**src/rtl/swap_pkg.sv**
```systemverilog
`default_nettype none
// ============================================================================
// Module      : swap_pkg
// Description : Shared state encoding and requester ids for swap_sched.
// Revision    : 1.0 - initial release
// ============================================================================
package swap_pkg;

    typedef enum logic [2:0] {
        IDLE = 3'd0,
        RD_A = 3'd1,
        RD_B = 3'd2,
        WR_B = 3'd3,
        ACK  = 3'd4
    } state_t;

    localparam logic REQ0 = 1'b0;
    localparam logic REQ1 = 1'b1;

endpackage
`default_nettype wire

```
**src/rtl/swap_sched_if.sv**
```systemverilog
`default_nettype none
// ============================================================================
// Module      : swap_sched_if
// Description : Host port, swap requester handshakes and register file bus.
// Revision    : 1.0 - initial release
// ============================================================================
interface swap_sched_if #(
    parameter int ADDR_WIDTH = 7,
    parameter int DATA_WIDTH = 8
);
    logic                  host_we;
    logic [ADDR_WIDTH-1:0] host_addr_w;
    logic [ADDR_WIDTH-1:0] host_addr_r;
    logic [DATA_WIDTH-1:0] host_data_w;
    logic [DATA_WIDTH-1:0] host_data_r;
    logic                  host_stall;

    logic                  req0;
    logic                  req1;
    logic [ADDR_WIDTH-1:0] addr_a0;
    logic [ADDR_WIDTH-1:0] addr_b0;
    logic [ADDR_WIDTH-1:0] addr_a1;
    logic [ADDR_WIDTH-1:0] addr_b1;
    logic                  ack0;
    logic                  ack1;
    logic                  busy;

    logic                  rf_we;
    logic [ADDR_WIDTH-1:0] rf_addr_w;
    logic [ADDR_WIDTH-1:0] rf_addr_r;
    logic [DATA_WIDTH-1:0] rf_data_w;
    logic [DATA_WIDTH-1:0] rf_data_r;

    // Environment side: host, requesters and the register file model.
    modport master (
        output host_we, host_addr_w, host_addr_r, host_data_w,
        input  host_data_r, host_stall,
        output req0, req1, addr_a0, addr_b0, addr_a1, addr_b1,
        input  ack0, ack1, busy,
        input  rf_we, rf_addr_w, rf_addr_r, rf_data_w,
        output rf_data_r
    );

    // Controller side.
    modport slave (
        input  host_we, host_addr_w, host_addr_r, host_data_w,
        output host_data_r, host_stall,
        input  req0, req1, addr_a0, addr_b0, addr_a1, addr_b1,
        output ack0, ack1, busy,
        output rf_we, rf_addr_w, rf_addr_r, rf_data_w,
        input  rf_data_r
    );

endinterface
`default_nettype wire

```
**src/rtl/rr_arbiter_2.sv**
```systemverilog
`default_nettype none
// ============================================================================
// Module      : rr_arbiter_2
// Description : Two-way combinational round-robin arbiter.
// Revision    : 1.0 - initial release
// ============================================================================
module rr_arbiter_2 (
    input  wire logic [1:0] req,
    input  wire logic       last_grant,
    input  wire logic       en,
    output logic            gnt_valid,
    output logic            gnt_id
);

    always_comb begin
        gnt_valid = en && (req != 2'b00);
        // On contention the requester that did not win last time goes first.
        if (req == 2'b11) begin
            gnt_id = ~last_grant;
        end else begin
            gnt_id = req[1];
        end
    end

endmodule
`default_nettype wire

```
**src/rtl/swap_sched.sv**
```systemverilog
`default_nettype none
// ============================================================================
// Module      : swap_sched
// Description : Shares one register file between a host port and two swappers.
// Revision    : 1.0 - initial release
// ============================================================================
module swap_sched
    import swap_pkg::*;
#(
    parameter int ADDR_WIDTH = 7,
    parameter int DATA_WIDTH = 8
) (
    input  wire logic   clk,
    input  wire logic   reset,
    swap_sched_if.slave bus
);

    state_t                state;
    logic                  last_grant;
    logic                  gid;
    logic [ADDR_WIDTH-1:0] addr_a;
    logic [ADDR_WIDTH-1:0] addr_b;
    logic [DATA_WIDTH-1:0] tmp;
    logic                  ack0_ff;
    logic                  ack1_ff;
    logic                  busy_ff;

    logic                  gnt_valid;
    logic                  gnt_id;
    logic [ADDR_WIDTH-1:0] sel_a;
    logic [ADDR_WIDTH-1:0] sel_b;

    logic                  mux_we;
    logic [ADDR_WIDTH-1:0] mux_addr_w;
    logic [ADDR_WIDTH-1:0] mux_addr_r;
    logic [DATA_WIDTH-1:0] mux_data_w;

    rr_arbiter_2 u_arb (
        .req        ({bus.req1, bus.req0}),
        .last_grant (last_grant),
        .en         (state == IDLE),
        .gnt_valid  (gnt_valid),
        .gnt_id     (gnt_id)
    );

    assign sel_a = (gnt_id == REQ1) ? bus.addr_a1 : bus.addr_a0;
    assign sel_b = (gnt_id == REQ1) ? bus.addr_b1 : bus.addr_b0;

    always_ff @(posedge clk or negedge reset) begin
        if (!reset) begin
            state      <= IDLE;
            last_grant <= REQ1;
            gid        <= REQ0;
            addr_a     <= '0;
            addr_b     <= '0;
            tmp        <= '0;
            ack0_ff    <= 1'b0;
            ack1_ff    <= 1'b0;
            busy_ff    <= 1'b0;
        end else begin
            ack0_ff <= 1'b0;
            ack1_ff <= 1'b0;
            case (state)
                IDLE: begin
                    if (gnt_valid) begin
                        gid        <= gnt_id;
                        last_grant <= gnt_id;
                        addr_a     <= sel_a;
                        addr_b     <= sel_b;
                        busy_ff    <= 1'b1;
                        // Swapping a word with itself needs no register file traffic.
                        if (sel_a == sel_b) begin
                            state   <= ACK;
                            ack0_ff <= (gnt_id == REQ0);
                            ack1_ff <= (gnt_id == REQ1);
                        end else begin
                            state <= RD_A;
                        end
                    end
                end
                RD_A: begin
                    tmp   <= bus.rf_data_r;
                    state <= RD_B;
                end
                RD_B: begin
                    state <= WR_B;
                end
                WR_B: begin
                    state   <= ACK;
                    ack0_ff <= (gid == REQ0);
                    ack1_ff <= (gid == REQ1);
                end
                ACK: begin
                    state   <= IDLE;
                    busy_ff <= 1'b0;
                end
                default: begin
                    state   <= IDLE;
                    busy_ff <= 1'b0;
                end
            endcase
        end
    end

    always_comb begin
        mux_we     = bus.host_we;
        mux_addr_w = bus.host_addr_w;
        mux_addr_r = bus.host_addr_r;
        mux_data_w = bus.host_data_w;
        case (state)
            IDLE: begin
            end
            RD_A: begin
                mux_we     = 1'b0;
                mux_addr_r = addr_a;
            end
            RD_B: begin
                // B's old value flows straight from the read port into A.
                mux_we     = 1'b1;
                mux_addr_r = addr_b;
                mux_addr_w = addr_a;
                mux_data_w = bus.rf_data_r;
            end
            WR_B: begin
                mux_we     = 1'b1;
                mux_addr_r = addr_b;
                mux_addr_w = addr_b;
                mux_data_w = tmp;
            end
            default: begin
                mux_we     = 1'b0;
                mux_addr_r = addr_b;
            end
        endcase
    end

    assign bus.rf_we       = mux_we;
    assign bus.rf_addr_w   = mux_addr_w;
    assign bus.rf_addr_r   = mux_addr_r;
    assign bus.rf_data_w   = mux_data_w;
    assign bus.host_data_r = bus.rf_data_r;
    assign bus.host_stall  = busy_ff;
    assign bus.busy        = busy_ff;
    assign bus.ack0        = ack0_ff;
    assign bus.ack1        = ack1_ff;

endmodule
`default_nettype wire

```
**src/flat_wrapper.sv**
```systemverilog
// flat-port wrapper written by rule: the top's interface ports become plain ports
module swap_sched_flat import swap_pkg::*;
#(
    parameter int ADDR_WIDTH = 7,
    parameter int DATA_WIDTH = 8
)
  (clk, reset, bus_host_we, bus_host_addr_w, bus_host_addr_r, bus_host_data_w, bus_host_data_r, bus_host_stall, bus_req0, bus_req1, bus_addr_a0, bus_addr_b0, bus_addr_a1, bus_addr_b1, bus_ack0, bus_ack1, bus_busy, bus_rf_we, bus_rf_addr_w, bus_rf_addr_r, bus_rf_data_w, bus_rf_data_r);
  swap_sched_if #(.ADDR_WIDTH(ADDR_WIDTH), .DATA_WIDTH(DATA_WIDTH)) bus_i ();
  input  wire logic clk;
  input  wire logic reset;
  input wire logic [$bits(bus_i.host_we)-1:0] bus_host_we;
  input wire logic [$bits(bus_i.host_addr_w)-1:0] bus_host_addr_w;
  input wire logic [$bits(bus_i.host_addr_r)-1:0] bus_host_addr_r;
  input wire logic [$bits(bus_i.host_data_w)-1:0] bus_host_data_w;
  output wire logic [$bits(bus_i.host_data_r)-1:0] bus_host_data_r;
  output wire logic [$bits(bus_i.host_stall)-1:0] bus_host_stall;
  input wire logic [$bits(bus_i.req0)-1:0] bus_req0;
  input wire logic [$bits(bus_i.req1)-1:0] bus_req1;
  input wire logic [$bits(bus_i.addr_a0)-1:0] bus_addr_a0;
  input wire logic [$bits(bus_i.addr_b0)-1:0] bus_addr_b0;
  input wire logic [$bits(bus_i.addr_a1)-1:0] bus_addr_a1;
  input wire logic [$bits(bus_i.addr_b1)-1:0] bus_addr_b1;
  output wire logic [$bits(bus_i.ack0)-1:0] bus_ack0;
  output wire logic [$bits(bus_i.ack1)-1:0] bus_ack1;
  output wire logic [$bits(bus_i.busy)-1:0] bus_busy;
  output wire logic [$bits(bus_i.rf_we)-1:0] bus_rf_we;
  output wire logic [$bits(bus_i.rf_addr_w)-1:0] bus_rf_addr_w;
  output wire logic [$bits(bus_i.rf_addr_r)-1:0] bus_rf_addr_r;
  output wire logic [$bits(bus_i.rf_data_w)-1:0] bus_rf_data_w;
  input wire logic [$bits(bus_i.rf_data_r)-1:0] bus_rf_data_r;
  assign bus_i.host_we = bus_host_we;
  assign bus_i.host_addr_w = bus_host_addr_w;
  assign bus_i.host_addr_r = bus_host_addr_r;
  assign bus_i.host_data_w = bus_host_data_w;
  assign bus_host_data_r = bus_i.host_data_r;
  assign bus_host_stall = bus_i.host_stall;
  assign bus_i.req0 = bus_req0;
  assign bus_i.req1 = bus_req1;
  assign bus_i.addr_a0 = bus_addr_a0;
  assign bus_i.addr_b0 = bus_addr_b0;
  assign bus_i.addr_a1 = bus_addr_a1;
  assign bus_i.addr_b1 = bus_addr_b1;
  assign bus_ack0 = bus_i.ack0;
  assign bus_ack1 = bus_i.ack1;
  assign bus_busy = bus_i.busy;
  assign bus_rf_we = bus_i.rf_we;
  assign bus_rf_addr_w = bus_i.rf_addr_w;
  assign bus_rf_addr_r = bus_i.rf_addr_r;
  assign bus_rf_data_w = bus_i.rf_data_w;
  assign bus_i.rf_data_r = bus_rf_data_r;
  swap_sched #(.ADDR_WIDTH(ADDR_WIDTH), .DATA_WIDTH(DATA_WIDTH)) u_core (.clk(clk), .reset(reset), .bus(bus_i));
endmodule
```
**config.mk**
```make
export PLATFORM = sky130hd
export DESIGN_NAME = swap_sched_flat
export DESIGN_NICKNAME = d
export VERILOG_FILES = /design/src/rtl/swap_pkg.sv /design/src/rtl/swap_sched_if.sv /design/src/rtl/rr_arbiter_2.sv /design/src/rtl/swap_sched.sv /design/src/flat_wrapper.sv
export SDC_FILE = /design/constraint.sdc
export NUM_CORES = 1
export LEC_CHECK = 0
export ABC_AREA = 1
export BUFFER_PORTS_ARGS = -buffer_cell sky130_fd_sc_hd__buf_2
export CORE_MARGIN = 3
export CORE_UTILIZATION = 48
export DETAILED_ROUTE_END_ITERATION = 16
export GPL_TIMING_DRIVEN = 0
export HOLD_SLACK_MARGIN = 0.12
export PLACE_DENSITY = 0.89
export SLEW_MARGIN = 0
export SYNTH_ARGS = -nofsm -noshare
export SYNTH_HDL_FRONTEND = slang
export SYNTH_SLANG_ARGS = --single-unit
```
**constraint.sdc**
```tcl
create_clock -name clk -period 1.8 [get_ports clk]
set_input_delay 0.36 -clock clk [delete_from_list [all_inputs] [get_ports clk]]
set_output_delay 0.36 -clock clk [all_outputs]
set_load 0.1 [all_outputs]
```
==> run summary <==
Status = finished, violations left
Failing checks = negative setup slack
Routability Congestion = 0.849
Count of input and output buffers = 96
CTS clock-pin slew for the worst setup and hold paths = 0.06 ns
Synthesized instance count = 334
Count of warnings emitted by yosys = 0
GRT Overall Usage = 0.298
Leading cell types in the layout, fill and taps excluded = 116 x sky130_fd_sc_hd__nand2_1, 75 x sky130_fd_sc_hd__buf_2, 43 x sky130_fd_sc_hd__inv_1, 28 x sky130_fd_sc_hd__dfrtp_1, 26 x sky130_fd_sc_hd__buf_4
Wire length of the first global-routing pass = 12400 microns
Synth-to-layout area growth = 57.9%
Number of violations reported at the end of detailed-routing iteration 0 = 203
Insertion delay to the later sink of the worst-skew pair = 0.28 ns
Max-cap check violation count = 0
Final Skew = 0.00399 ns
Maximum number of pins on one net before global-route repair = 31
CTS Buf Count = 5
Flop-to-flop setup slack = 0.12 ns
Required time at the worst-slack endpoint = 1.44 ns
Worst reg2reg path depth = 10
Avg Inst Size Synth = 6.69 sq um
Min Hold Slack = 0.121 ns
Beginning of the critical path = u_core.state[0]
Final setup fails = 23
Wire length per cell after detailed routing = 15.9 microns
Cell taking the most area after synthesis = sky130_fd_sc_hd__dfrtp_1
Die width = 74.2 microns
Register Area = 753 sq um
Floorplan Core Area = 4410 sq um
Launch point of the worst reg-to-reg path = u_core.last_grant
Final antenna diode count = 0
Capture point of the worst path = bus_rf_data_w[7]
Filler cell count = 288
Placed wire-length estimate after detailed placement = 5060 microns
Per-cell via count in the routed design = 5.46
Worst reg2reg endpoint = u_core.state[0]
Number of rows in the core area = 24
Number of levels in the clock H-tree = 2
Setup repair after global routing missed its margin = true
Final hold violations = 0
Remaining routing DRC violations = 0
Fraction of the cycle the final worst path needs = 1.16
Critical path launch point type = flop
Arrival time of the worst setup path = 1.73 ns
Share of the synthesized area in the top cell type = 0.325
Grt total ovfl = 0
Class of the worst hold path = in -> async
Net Count, Synth = 397
Cell at the root of the clock tree = sky130_fd_sc_hd__clkbuf_8
Final total negative setup slack = -5.41 ns
Cells taking the most area after synthesis = sky130_fd_sc_hd__dfrtp_1 32%, sky130_fd_sc_hd__nand2_1 22%, sky130_fd_sc_hd__inv_1 7.7%
Crit Path Category = reg -> out
CTS tree = done
Slew HR = 0.547
Part of the Yosys area used for sequential elements = 0.337
Via count of the first global-routing pass = 2691
Number of clock sinks seen by CTS = 30
F_max = 479 MHz
Area taken by multi-input logic gates = 1400 sq um
Count of pins on the block boundary = 98
Number of detailed-routing iterations run before antenna repair = 5
Worst Slack Setup Final = -0.287 ns
Fin nets = 514
Number of storage elements in the synthesis netlist = 30
Antenna violations before repair = 0
Post-synthesis instance area = 2230 sq um
Effective utilization at floorplan = 0.506
Fraction of layout instances using a drive strength above 1 = 0.428
Sum of routed wire length over all layers = 7970 microns
Min Clock Period, post-route = 2.09 ns
Chip height = 74.2 microns
Post-CTS Hold Fix Bufs = 0
Die outline area = 5510 sq um
Most common cell after layout, fill and taps aside = sky130_fd_sc_hd__nand2_1
Transition at the pin with the smallest max-transition slack = 0.680 ns
Number of distinct library cell variants in the gate-level netlist after synthesis = 25
Total via count in the routed design = 2747
Clock Path Buffers = 2
Number of max-slew violations in the final report = 0
Number of nets still failing antenna checks after routing = 0
Critical Path Fanout Max = 6
Critical Path Sink Type = primary output
[worst max-delay path, cell delays in order (launching register included)]
cell	delay [ns]
sky130_fd_sc_hd__dfrtp_1	0.42
sky130_fd_sc_hd__inv_2	0.08
sky130_fd_sc_hd__nor3_4	0.20
sky130_fd_sc_hd__inv_2	0.09
sky130_fd_sc_hd__nand2_2	0.08
sky130_fd_sc_hd__inv_4	0.06
sky130_fd_sc_hd__buf_8	0.14
sky130_fd_sc_hd__nand2_2	0.05
sky130_fd_sc_hd__o211ai_1	0.11
sky130_fd_sc_hd__buf_6	0.21
[flip-flops by register name (all words and copies together), names as in the netlist]
signal and cells:
u_core.gid 1, u_core.bus.busy 1, u_core.bus.ack1 1, u_core.addr_a 7, u_core.bus.ack0 1, u_core.tmp 8, u_core.addr_b 7, u_core.last_grant 1
u_core.state 3
[area by class of cell]
class / count / area share
tap: 52 / 0.0184
inverter: 50 / 0.0553
multi-input combinational: 230 / 0.396
timing repair buffer: 110 / 0.236
buffer: 24 / 0.0592
clock buffer: 7 / 0.0216
sequential: 30 / 0.213
[metrics by stage]
stage / cells / worst slack (ns) / util / area [sq um]
after detailed placement: 482 / -0.449 / 0.672 / 2970
after floorplan: 334 / -0.853 / - / 2420
after CTS: 502 / -0.215 / 0.794 / 3510
after global placement: 482 / -0.419 / 0.672 / 2970
final: 503 / -0.287 / 0.799 / 3530
after global routing: 503 / -0.361 / 0.799 / 3530
[Yosys cell counts]
master	count
sky130_fd_sc_hd__nand3_1	18
sky130_fd_sc_hd__dfrtp_1	29
sky130_fd_sc_hd__buf_8	1
sky130_fd_sc_hd__nand2_8	1
sky130_fd_sc_hd__nand2_2	9
sky130_fd_sc_hd__buf_12	1
sky130_fd_sc_hd__o221ai_1	14
sky130_fd_sc_hd__dfstp_2	1
sky130_fd_sc_hd__nand3b_1	11
sky130_fd_sc_hd__nor2_1	7
sky130_fd_sc_hd__inv_1	46
sky130_fd_sc_hd__clkbuf_1	4
sky130_fd_sc_hd__buf_6	1
sky130_fd_sc_hd__clkbuf_2	1
sky130_fd_sc_hd__buf_2	3
sky130_fd_sc_hd__o21ai_0	24
sky130_fd_sc_hd__nand2_1	133
sky130_fd_sc_hd__o211ai_1	8
sky130_fd_sc_hd__nor3_1	1
sky130_fd_sc_hd__o21bai_1	1
sky130_fd_sc_hd__a21oi_1	1
sky130_fd_sc_hd__nand2_4	1
sky130_fd_sc_hd__nand3_2	1
sky130_fd_sc_hd__inv_2	4
sky130_fd_sc_hd__buf_4	13
[layer usage]
layer	share of wire	wire length, microns	vias up	GRT usage
li1	-	-	1291	-
met1	0.35	2820	1287	0.332
met2	0.55	4380	141	0.547
met3	0.064	510	28	0.0730
met4	0.033	263	0	0.113
met5	0	0	-	0
[timing repair]
action / 4_1_cts / 5_1_grt
endpoints found under the setup margin: 23 / 23
gates resized for setup: 103 / 5
cloned: 1 / 0
pin swaps: 5 / 2
buffers inserted: 12 / 1
[worst min path at each step]
stage / start / end / slack [ns] / cells after the start
floorplan: reset / u_core.addr_a[0] / 0.06 / 0
global placement: reset / u_core.bus.ack0 / 0.42 / 1
detailed placement: reset / u_core.bus.ack1 / 0.43 / 1
CTS: reset / u_core.bus.ack1 / 0.14 / 1
global route: reset / u_core.bus.ack1 / 0.17 / 1
finish: reset / u_core.bus.ack1 / 0.12 / 1
[kinds of logic after synthesis]
group	count (synthesis)	share of synthesized area
and+or+nand+nor	182	0.358
buffers and inverters	74	0.164
AOI/OAI and AO/OA	48	0.141
DFF	30	0.337
Power is not shown: default switching activity piles up to over one toggle a cycle in this logic, so the estimate is an artifact.
